## src/rtl/cpu_pkg.sv

```systemverilog
// Shared types and defaults for the 8-bit single-cycle CPU.
// Memory FSM states and sizing helpers live here.
package cpu_pkg;

    localparam int DEF_ADDR_WIDTH = 8;
    localparam int DEF_DATA_WIDTH = 8;
    localparam int DEF_LATENCY    = 4;

    typedef enum logic [1:0] {
        IDLE,
        ACCESS,
        DONE
    } state_t;

    // Wide enough to hold LATENCY itself after the final increment.
    function automatic int cnt_width(input int lat);
        return $clog2(lat) + 1;
    endfunction

endpackage

```

## src/rtl/dmem_array.sv

```systemverilog
// Data memory storage: synchronous write and read, cleared on reset.
// One enable pulse performs either a store or a load.
module dmem_array #(
    parameter int ADDR_WIDTH = 8,
    parameter int DATA_WIDTH = 8
) (
    input  logic                  CLK,
    input  logic                  RESET,
    input  logic                  en,
    input  logic                  we,
    input  logic [ADDR_WIDTH-1:0] addr,
    input  logic [DATA_WIDTH-1:0] wdata,
    output logic [DATA_WIDTH-1:0] rdata
);

    localparam int DEPTH = 2 ** ADDR_WIDTH;

    logic [DATA_WIDTH-1:0] mem [DEPTH];

    // Clear every word on reset; otherwise store or load on the enable pulse.
    always_ff @(posedge CLK) begin
        if (RESET) begin
            for (int i = 0; i < DEPTH; i++) begin
                mem[i] <= '0;
            end
            rdata <= '0;
        end else if (en) begin
            if (we) begin
                mem[addr] <= wdata;
            end else begin
                rdata <= mem[addr];
            end
        end
    end

endmodule

```

## src/rtl/data_memory.sv

```systemverilog
// Slow word-addressed data memory with BUSYWAIT stall handshake.
// A request is latched in IDLE, performed after LATENCY cycles, then DONE.
module data_memory
    import cpu_pkg::*;
#(
    parameter int ADDR_WIDTH = DEF_ADDR_WIDTH,
    parameter int DATA_WIDTH = DEF_DATA_WIDTH,
    parameter int LATENCY    = DEF_LATENCY
) (
    input  logic                  CLK,
    input  logic                  RESET,
    input  logic                  READ,
    input  logic                  WRITE,
    input  logic [ADDR_WIDTH-1:0] ADDRESS,
    input  logic [DATA_WIDTH-1:0] WRITEDATA,
    output logic [DATA_WIDTH-1:0] READDATA,
    output logic                  BUSYWAIT
);

    localparam int CW = cnt_width(LATENCY);
    localparam logic [CW-1:0] LAST = CW'(LATENCY - 1);

    state_t                state;
    state_t                next_state;
    logic [CW-1:0]         counter;
    logic                  op_we;
    logic [ADDR_WIDTH-1:0] addr_q;
    logic [DATA_WIDTH-1:0] data_q;
    logic                  req;
    logic                  fire;

    assign req = READ | WRITE;

    // State register and access-cycle counter.
    always_ff @(posedge CLK) begin
        if (RESET) begin
            state   <= IDLE;
            counter <= '0;
        end else begin
            state <= next_state;
            if (state == ACCESS) begin
                counter <= counter + 1'b1;
            end else begin
                counter <= '0;
            end
        end
    end

    // Capture the request in IDLE; a simultaneous READ+WRITE becomes a store.
    always_ff @(posedge CLK) begin
        if (RESET) begin
            op_we  <= 1'b0;
            addr_q <= '0;
            data_q <= '0;
        end else if (state == IDLE && req) begin
            op_we  <= WRITE;
            addr_q <= ADDRESS;
            data_q <= WRITEDATA;
        end
    end

    // Next-state, stall output and the single access pulse.
    always_comb begin
        next_state = state;
        BUSYWAIT   = 1'b0;
        fire       = 1'b0;
        unique case (state)
            IDLE: begin
                BUSYWAIT = req;
                if (req) begin
                    next_state = ACCESS;
                end
            end
            ACCESS: begin
                BUSYWAIT = 1'b1;
                if (counter == LAST) begin
                    fire       = 1'b1;
                    next_state = DONE;
                end
            end
            DONE: begin
                next_state = IDLE;
            end
            default: begin
                next_state = IDLE;
            end
        endcase
    end

    dmem_array #(
        .ADDR_WIDTH(ADDR_WIDTH),
        .DATA_WIDTH(DATA_WIDTH)
    ) u_array (
        .CLK  (CLK),
        .RESET(RESET),
        .en   (fire),
        .we   (op_we),
        .addr (addr_q),
        .wdata(data_q),
        .rdata(READDATA)
    );

endmodule
```

## config.mk

```make
export PLATFORM = sky130hd
export DESIGN_NAME = data_memory
export DESIGN_NICKNAME = d
export VERILOG_FILES = /design/src/rtl/cpu_pkg.sv /design/src/rtl/dmem_array.sv /design/src/rtl/data_memory.sv
export SDC_FILE = /design/constraint.sdc
export NUM_CORES = 2
export LEC_CHECK = 0
export ABC_AREA = 1
export ABC_CLOCK_PERIOD_IN_PS = 5000
export CORE_UTILIZATION = 65
export CTS_CLUSTER_DIAMETER = 200
export DETAILED_ROUTE_END_ITERATION = 8
export PLACE_DENSITY = 0.81
export SLEW_MARGIN = 20
export SYNTH_ARGS = -nofsm -noshare
export SYNTH_HDL_FRONTEND = slang
export SYNTH_SLANG_ARGS = --single-unit
```

## constraint.sdc

```tcl
create_clock -name CLK -period 5 [get_ports CLK]
set_input_delay 1 -clock CLK [delete_from_list [all_inputs] [get_ports CLK]]
set_output_delay 1 -clock CLK [all_outputs]
set_load 0.02 [all_outputs]
```

Word-level counts from Yosys, hierarchy flattened
Memories as Yosys holds them, arrays and structs flattened. A register that Yosys moved wholly into a read port is not among the register bits. Cells that the tools add are included.

Bits in registers: 22. Memories: 1. Memory bits (writable): 2048. Output and inout bits: 9. Input bits: 20. Logic and storage cells: 35.

Equality and inequality tests: 4. Reductions and logical operators: 6. Add/sub/neg operators: 1. Bitwise operators: 3. Muxes and demuxes: 15.

Memories: u_array.mem (depth 256, bits a word 8, read ports 1, clocked after memory_dff 1, write ports 256, line dmem_array.sv:18) `logic [DATA_WIDTH-1:0] mem [DEPTH];`.

Operators with widths (count): 8-bit 2-to-1 mux (2); 1-bit 2-to-1 mux (9); 8-bit OR reduction (1); 2-bit 2-to-1 mux (2); 2-bit case mux with 2 select lines (1); 2-bit AND reduction (2); 3-bit by 1-bit adder with 3-bit output, second input constant (1); 3-bit by 2-bit == test with 1-bit output, second input constant (1); 2-bit by 1-bit == test with 1-bit output, second input constant (1); 2-bit logical NOT (1); 2-bit by 1-bit != test with 1-bit output, second input constant (1); 2-bit != test, second input constant (1); 1-bit NOT (2); 1-bit case mux with 2 select lines (1); 2-bit OR reduction (1); 1-bit logical AND (1); 1-bit bitwise OR (1).

Depth between registers and ports, before layout
Word-level depth: 8. Depth in mapped cells: 19. Depth with buffers taken out: 15.

Hierarchy
Synthesis repeated with hierarchy kept, for this count alone.

Cell total of the unflattened synthesis: 9976. Area total of the unflattened synthesis: 93517.2 um^2.

Modules (own cells, without submodules): dmem_array (seq. area each 61659.1 um^2, cells an instance 9859, area an instance 92608.8 um^2, times used 1); data_memory (seq. area each 440.4 um^2, cells an instance 117, area an instance 908.4 um^2, times used 1).

Worst setup path before layout
Ideal clock, no wire load.

Kind: input port to flip-flop. Start point: input RESET. End point: memory u_array.mem[111][0], enable pin. Setup time: 0.329 ns. Arrival time: 2.367 ns. Path buffers: 1. Cell stages on the path: 6. Data required time: 4.671 ns. Slack: 2.304 ns. Cell sequence: nor2_1 > nand2_1 > buf_2 > nor3_2 > nand2_2 > nand2_1.

RTL lines: from (decl) (line data_memory.sv:11) `input logic RESET,`; to (decl) (line dmem_array.sv:18).

==> impl_results.html <==
<table>
<tr><th>Metric</th><th>Value</th></tr>
<tr><th colspan="2">Power and ir drop</th></tr>
<tr><td>Power Density</td><td>392 nW/um^2</td></tr>
<tr><td>Max VDD drop</td><td>384 uV</td></tr>
<tr><td>LEAKAGE</td><td>41.8 nW</td></tr>
<tr><td>Post-layout power</td><td>40.3 mW</td></tr>
<tr><th colspan="2">Synth</th></tr>
<tr><td>Count of yosys warnings during synthesis</td><td>0</td></tr>
<tr><td>Area fraction of the dominant cell type after synthesis</td><td>65.1%</td></tr>
<tr><td>Cell type contributing the most total cell area after synthesis</td><td>edfxtp_1</td></tr>
<tr><td>Async set or reset register ratio after synthesis</td><td>0%</td></tr>
<tr><td>Netlist cell types</td><td>23</td></tr>
<tr><td>Most instantiated flip-flop cell in the synthesis netlist</td><td>edfxtp_1</td></tr>
<tr><td>Post-synthesis average cell area</td><td>9.02 sq um</td></tr>
<tr><td>Most common cell in the netlist</td><td>nand2_1</td></tr>
<tr><td>Syn Std Cell Area</td><td>94500 sq um</td></tr>
<tr><td>Number of synthesized flops with an enable pin</td><td>2048</td></tr>
<tr><td>Number of synthesized register bits</td><td>2078</td></tr>
<tr><td>Part of the Yosys area used for sequential elements</td><td>65.7%</td></tr>
<tr><td>Number of instances in the synthesized netlist</td><td>10.5k</td></tr>
<tr><td>Synth area leaders</td><td>edfxtp_1, nand2_1, nor2_1, clkbuf_1, nand3_1</td></tr>
<tr><td>Synthesized Nets</td><td>10.5k</td></tr>
<tr><td>Leading post-synthesis cells by instance count</td><td>nand2_1, nor2_1, edfxtp_1</td></tr>
<tr><th colspan="2">Layout</th></tr>
<tr><td>Synth-to-Final Area Change</td><td>8.77%</td></tr>
<tr><td>Number of filler cells placed in the layout</td><td>10.1k</td></tr>
<tr><td>Total area of multi-input combinational cells</td><td>29800 sq um</td></tr>
<tr><td>Ratio of cells with drive above 1 in the final layout</td><td>4.74%</td></tr>
<tr><td>Layout Nets</td><td>10.2k</td></tr>
<tr><td>Sequential standard cell area</td><td>62100 sq um</td></tr>
<tr><td>Finished layout cell area</td><td>103000 sq um</td></tr>
<tr><th colspan="2">Floorplanning</th></tr>
<tr><td>Core Box Area</td><td>144000 sq um</td></tr>
<tr><td>Floorplan die area</td><td>147000 sq um</td></tr>
<tr><td>Initial core utilization</td><td>65.6%</td></tr>
<tr><td>DIE HEIGHT</td><td>383 microns</td></tr>
<tr><td>Number of primary I/O pins</td><td>29</td></tr>
<tr><td>Number of core rows</td><td>139</td></tr>
<tr><td>Horizontal die dimension</td><td>383 microns</td></tr>
<tr><th colspan="2">Clocking</th></tr>
<tr><td>Total CTS buffers</td><td>198</td></tr>
<tr><td>Number of buffers inserted by post-CTS setup repair</td><td>0</td></tr>
<tr><td>Number of gates resized after CTS</td><td>0</td></tr>
<tr><td>Longest Clk Path Bufs</td><td>3</td></tr>
<tr><td>Clock latency of the later-clocked register in the worst-skew pair</td><td>850 ps</td></tr>
<tr><td>Number of levels in the clock H-tree</td><td>4</td></tr>
<tr><td>TritonCTS clock tree</td><td>done</td></tr>
<tr><td># clock sinks</td><td>2078</td></tr>
<tr><td>Root buffer cell</td><td>clkbuf_16</td></tr>
<tr><td>Clock-pin slew reported for the worst setup and hold paths after clock tree synthesis</td><td>60 ps</td></tr>
<tr><td>Hold-fix buffers, CTS</td><td>0</td></tr>
<tr><th colspan="2">GRT</th></tr>
<tr><td>Initial antenna violation count</td><td>5</td></tr>
<tr><td>Fraction of met1 tracks used by global routing</td><td>48.9%</td></tr>
<tr><td>Busiest grt layer</td><td>met2</td></tr>
<tr><td>Total global routing track utilization</td><td>36.9%</td></tr>
<tr><td>GR Overflow Total</td><td>0</td></tr>
<tr><td>Met2 track demand over resource</td><td>56.4%</td></tr>
<tr><td>Global-route wire length before repair</td><td>405000 microns</td></tr>
<tr><td>Met3 track demand over resource in global routing</td><td>9.30%</td></tr>
<tr><td>Via count of the first global-routing pass</td><td>69.1k</td></tr>
<tr><td>Pin count of the biggest net entering global routing</td><td>172</td></tr>
<tr><th colspan="2">Hold path</th></tr>
<tr><td>Hold path start</td><td>counter[0]$_SDFF_PP0_</td></tr>
<tr><td>Worst min-delay path class</td><td>flip-flop to flip-flop</td></tr>
<tr><td>Number of instances on the worst hold path</td><td>1</td></tr>
<tr><td>End point of the most critical hold path</td><td>counter[0]$_SDFF_PP0_</td></tr>
<tr><th colspan="2">Detailed routing</th></tr>
<tr><td>Via-per-instance ratio</td><td>6.03</td></tr>
<tr><td>Routed vias</td><td>73.9k</td></tr>
<tr><td>Antenna-violating nets left</td><td>0</td></tr>
<tr><td>Final routed wirelength across all metal layers</td><td>272000 microns</td></tr>
<tr><td>DRC</td><td>0</td></tr>
<tr><td>Routed WL per cell</td><td>22.2 microns</td></tr>
<tr><td>Detailed Routing Iterations Pass 1</td><td>8</td></tr>
<tr><td>Number of violations reported at the end of detailed-routing iteration 0</td><td>12.2k</td></tr>
<tr><th colspan="2">Run</th></tr>
<tr><td>MaxCap Viol Count</td><td>0</td></tr>
<tr><th colspan="2">Timing</th></tr>
<tr><td>Number of failing setup endpoints in the final timing report</td><td>0</td></tr>
<tr><td>Final Hold Viols</td><td>0</td></tr>
<tr><td>Top achievable clock speed</td><td>231 MHz</td></tr>
<tr><td>Setup repair after global routing missed its margin</td><td>no</td></tr>
<tr><td>Tightest slew margin relative to the limit</td><td>13.5%</td></tr>
<tr><td>Clock tree skew after final layout</td><td>30.7 ps</td></tr>
<tr><td>Post-route minimum period</td><td>4340 ps</td></tr>
<tr><td>Crit share post-route</td><td>86.7%</td></tr>
<tr><td>Max-slew violation total from the final report</td><td>0</td></tr>
<tr><td>Least-Margin Pin Slew</td><td>1290 ps</td></tr>
<tr><td>Total Neg Setup Slack</td><td>0 ps</td></tr>
<tr><td>WHS</td><td>438 ps</td></tr>
<tr><th colspan="2">Setup path</th></tr>
<tr><td>Critical path data arrival time</td><td>5130 ps</td></tr>
<tr><td>Highest fanout seen on the critical path</td><td>124</td></tr>
<tr><td>Critical path origin</td><td>addr_q[0]$_SDFFE_PP0P_</td></tr>
<tr><td>Critical Path Source Type</td><td>flip-flop</td></tr>
<tr><td>End of the worst register-to-register path</td><td>u_array.rdata[1]$_SDFFE_PP0P_</td></tr>
<tr><td>Data required, critical path</td><td>5790 ps</td></tr>
<tr><td>R2r startpoint</td><td>addr_q[0]$_SDFFE_PP0P_</td></tr>
<tr><td>Register-to-register path setup slack</td><td>660 ps</td></tr>
<tr><td>Type of the worst setup path</td><td>flip-flop to flip-flop</td></tr>
<tr><td>Worst reg2reg path depth</td><td>16</td></tr>
<tr><td>Crit. End Element</td><td>flip-flop</td></tr>
<tr><th colspan="2">Placement</th></tr>
<tr><td>Final HPWL from detailed placement</td><td>161000 microns</td></tr>
<tr><td>Placed Instance Area</td><td>96200 sq um</td></tr>
<tr><td>Final GP Congestion</td><td>0.946</td></tr>
<tr><td>Port buffer count</td><td>28</td></tr>
<tr><th colspan="2">Run status</th></tr>
<tr><td>Run status</td><td>completed</td></tr>
</table>
[where the power goes]
part	internal (mW)	switching (mW)	leakage, nW
Clock	8.77	6.57	3.19
Combinational	0.971	4.10	17.3
Sequential	19.7	0.233	21.4
[flip-flops by register name, indices dropped and copies added (netlist names)]
signal         cells
op_we              1
data_q             8
u_array.rdata      8
u_array.mem     2048
state              2
counter            3
addr_q             8
[area by class of cell]
cell class                      instances  share of cell area, %
Antenna cell                            6                 0.0146
Clock buffer                          249                   5.14
Clock inverter                        119                   1.25
Inverter                               41                  0.240
Multi-Input combinational cell       7697                   28.9
Sequential cell                      2078                   60.4
Tap cell                             1903                   2.32
Timing Repair Buffer                  165                   1.67
[placed cells by master (no fill, tap or decap), types with 2 or more instances in the layout]
cell,synthesis,routed
nand2_1,4828,4827
nor2_1,2417,2407
edfxtp_1,2048,2048
clkbuf_16,0,202
nand3_1,141,141
o21ai_0,105,105
buf_4,2,104
a21oi_1,93,93
nand4_1,71,71
clkbuf_1,495,42
clkinv_1,9,39
buf_12,0,33
clkinv_2,0,32
dfxtp_1,30,28
clkdlybuf4s50_1,0,28
bufinv_16,0,25
inv_1,22,19
nor3_2,6,19
inv_8,0,12
nand2_2,9,10
clkinvlp_4,0,10
inv_2,10,8
nor2_2,3,7
diode_2,0,6
nor2_4,0,6
inv_6,0,6
clkbuf_8,0,5
a22oi_1,4,4
clkinv_4,0,4
clkinv_8,0,3
nor3_1,16,2
ha_1,2,2
dfxtp_4,0,2
[metrics by stage]
stage,setup WS (ps),utilization (%),std cells
after global routing,559,71.4,12252
after floorplan,2300,-,10477
final,665,71.4,12258
after global placement,799,66.8,11884
after CTS,943,71.4,12252
after detailed placement,688,66.8,11884
[layer usage]
metal / routed length, microns / part of all wire (%)
met5: 57 / 0.021
met4: 16000 / 5.9
met3: 40400 / 15
met2: 122000 / 45
met1: 94200 / 35
[worst max-delay path, cell delays in order, from the launching register on]
cell     delay, ps
dfxtp_4        700
nand2_2        350
inv_8          630
buf_4          570
buf_4          320
nand2_1        110
nand3_1        100
nand2_1         50
nand2_1         70
nor2_1          70
nor2_1         430
nor2_1          90
nand2_1        100
nand2_1         60
nand3_1        190
nor2_1          70
nor2_1          90
[worst max path at each step]
stage / endpoint
floorplan: u_array.mem[111][0]$_SDFFCE_PN0P_
global placement: u_array.mem[209][2]$_SDFFCE_PN0P_
detailed placement: u_array.mem[1][5]$_SDFFCE_PN0P_
CTS: u_array.rdata[1]$_SDFFE_PP0P_
global route: u_array.rdata[5]$_SDFFE_PP0P_
finish: u_array.rdata[1]$_SDFFE_PP0P_
[kinds of logic after synthesis]
group                    Yosys count  share of synthesized area, %
AO/OA/AOI/OAI                    204                          1.09
adder cells (fa/ha/maj)            2                        0.0265
buffers and inverters            702                          2.95
flip-flops                      2078                          65.7
AND/OR/NAND/NOR                 7491                          30.2
(Power assumes the default switching activity.)
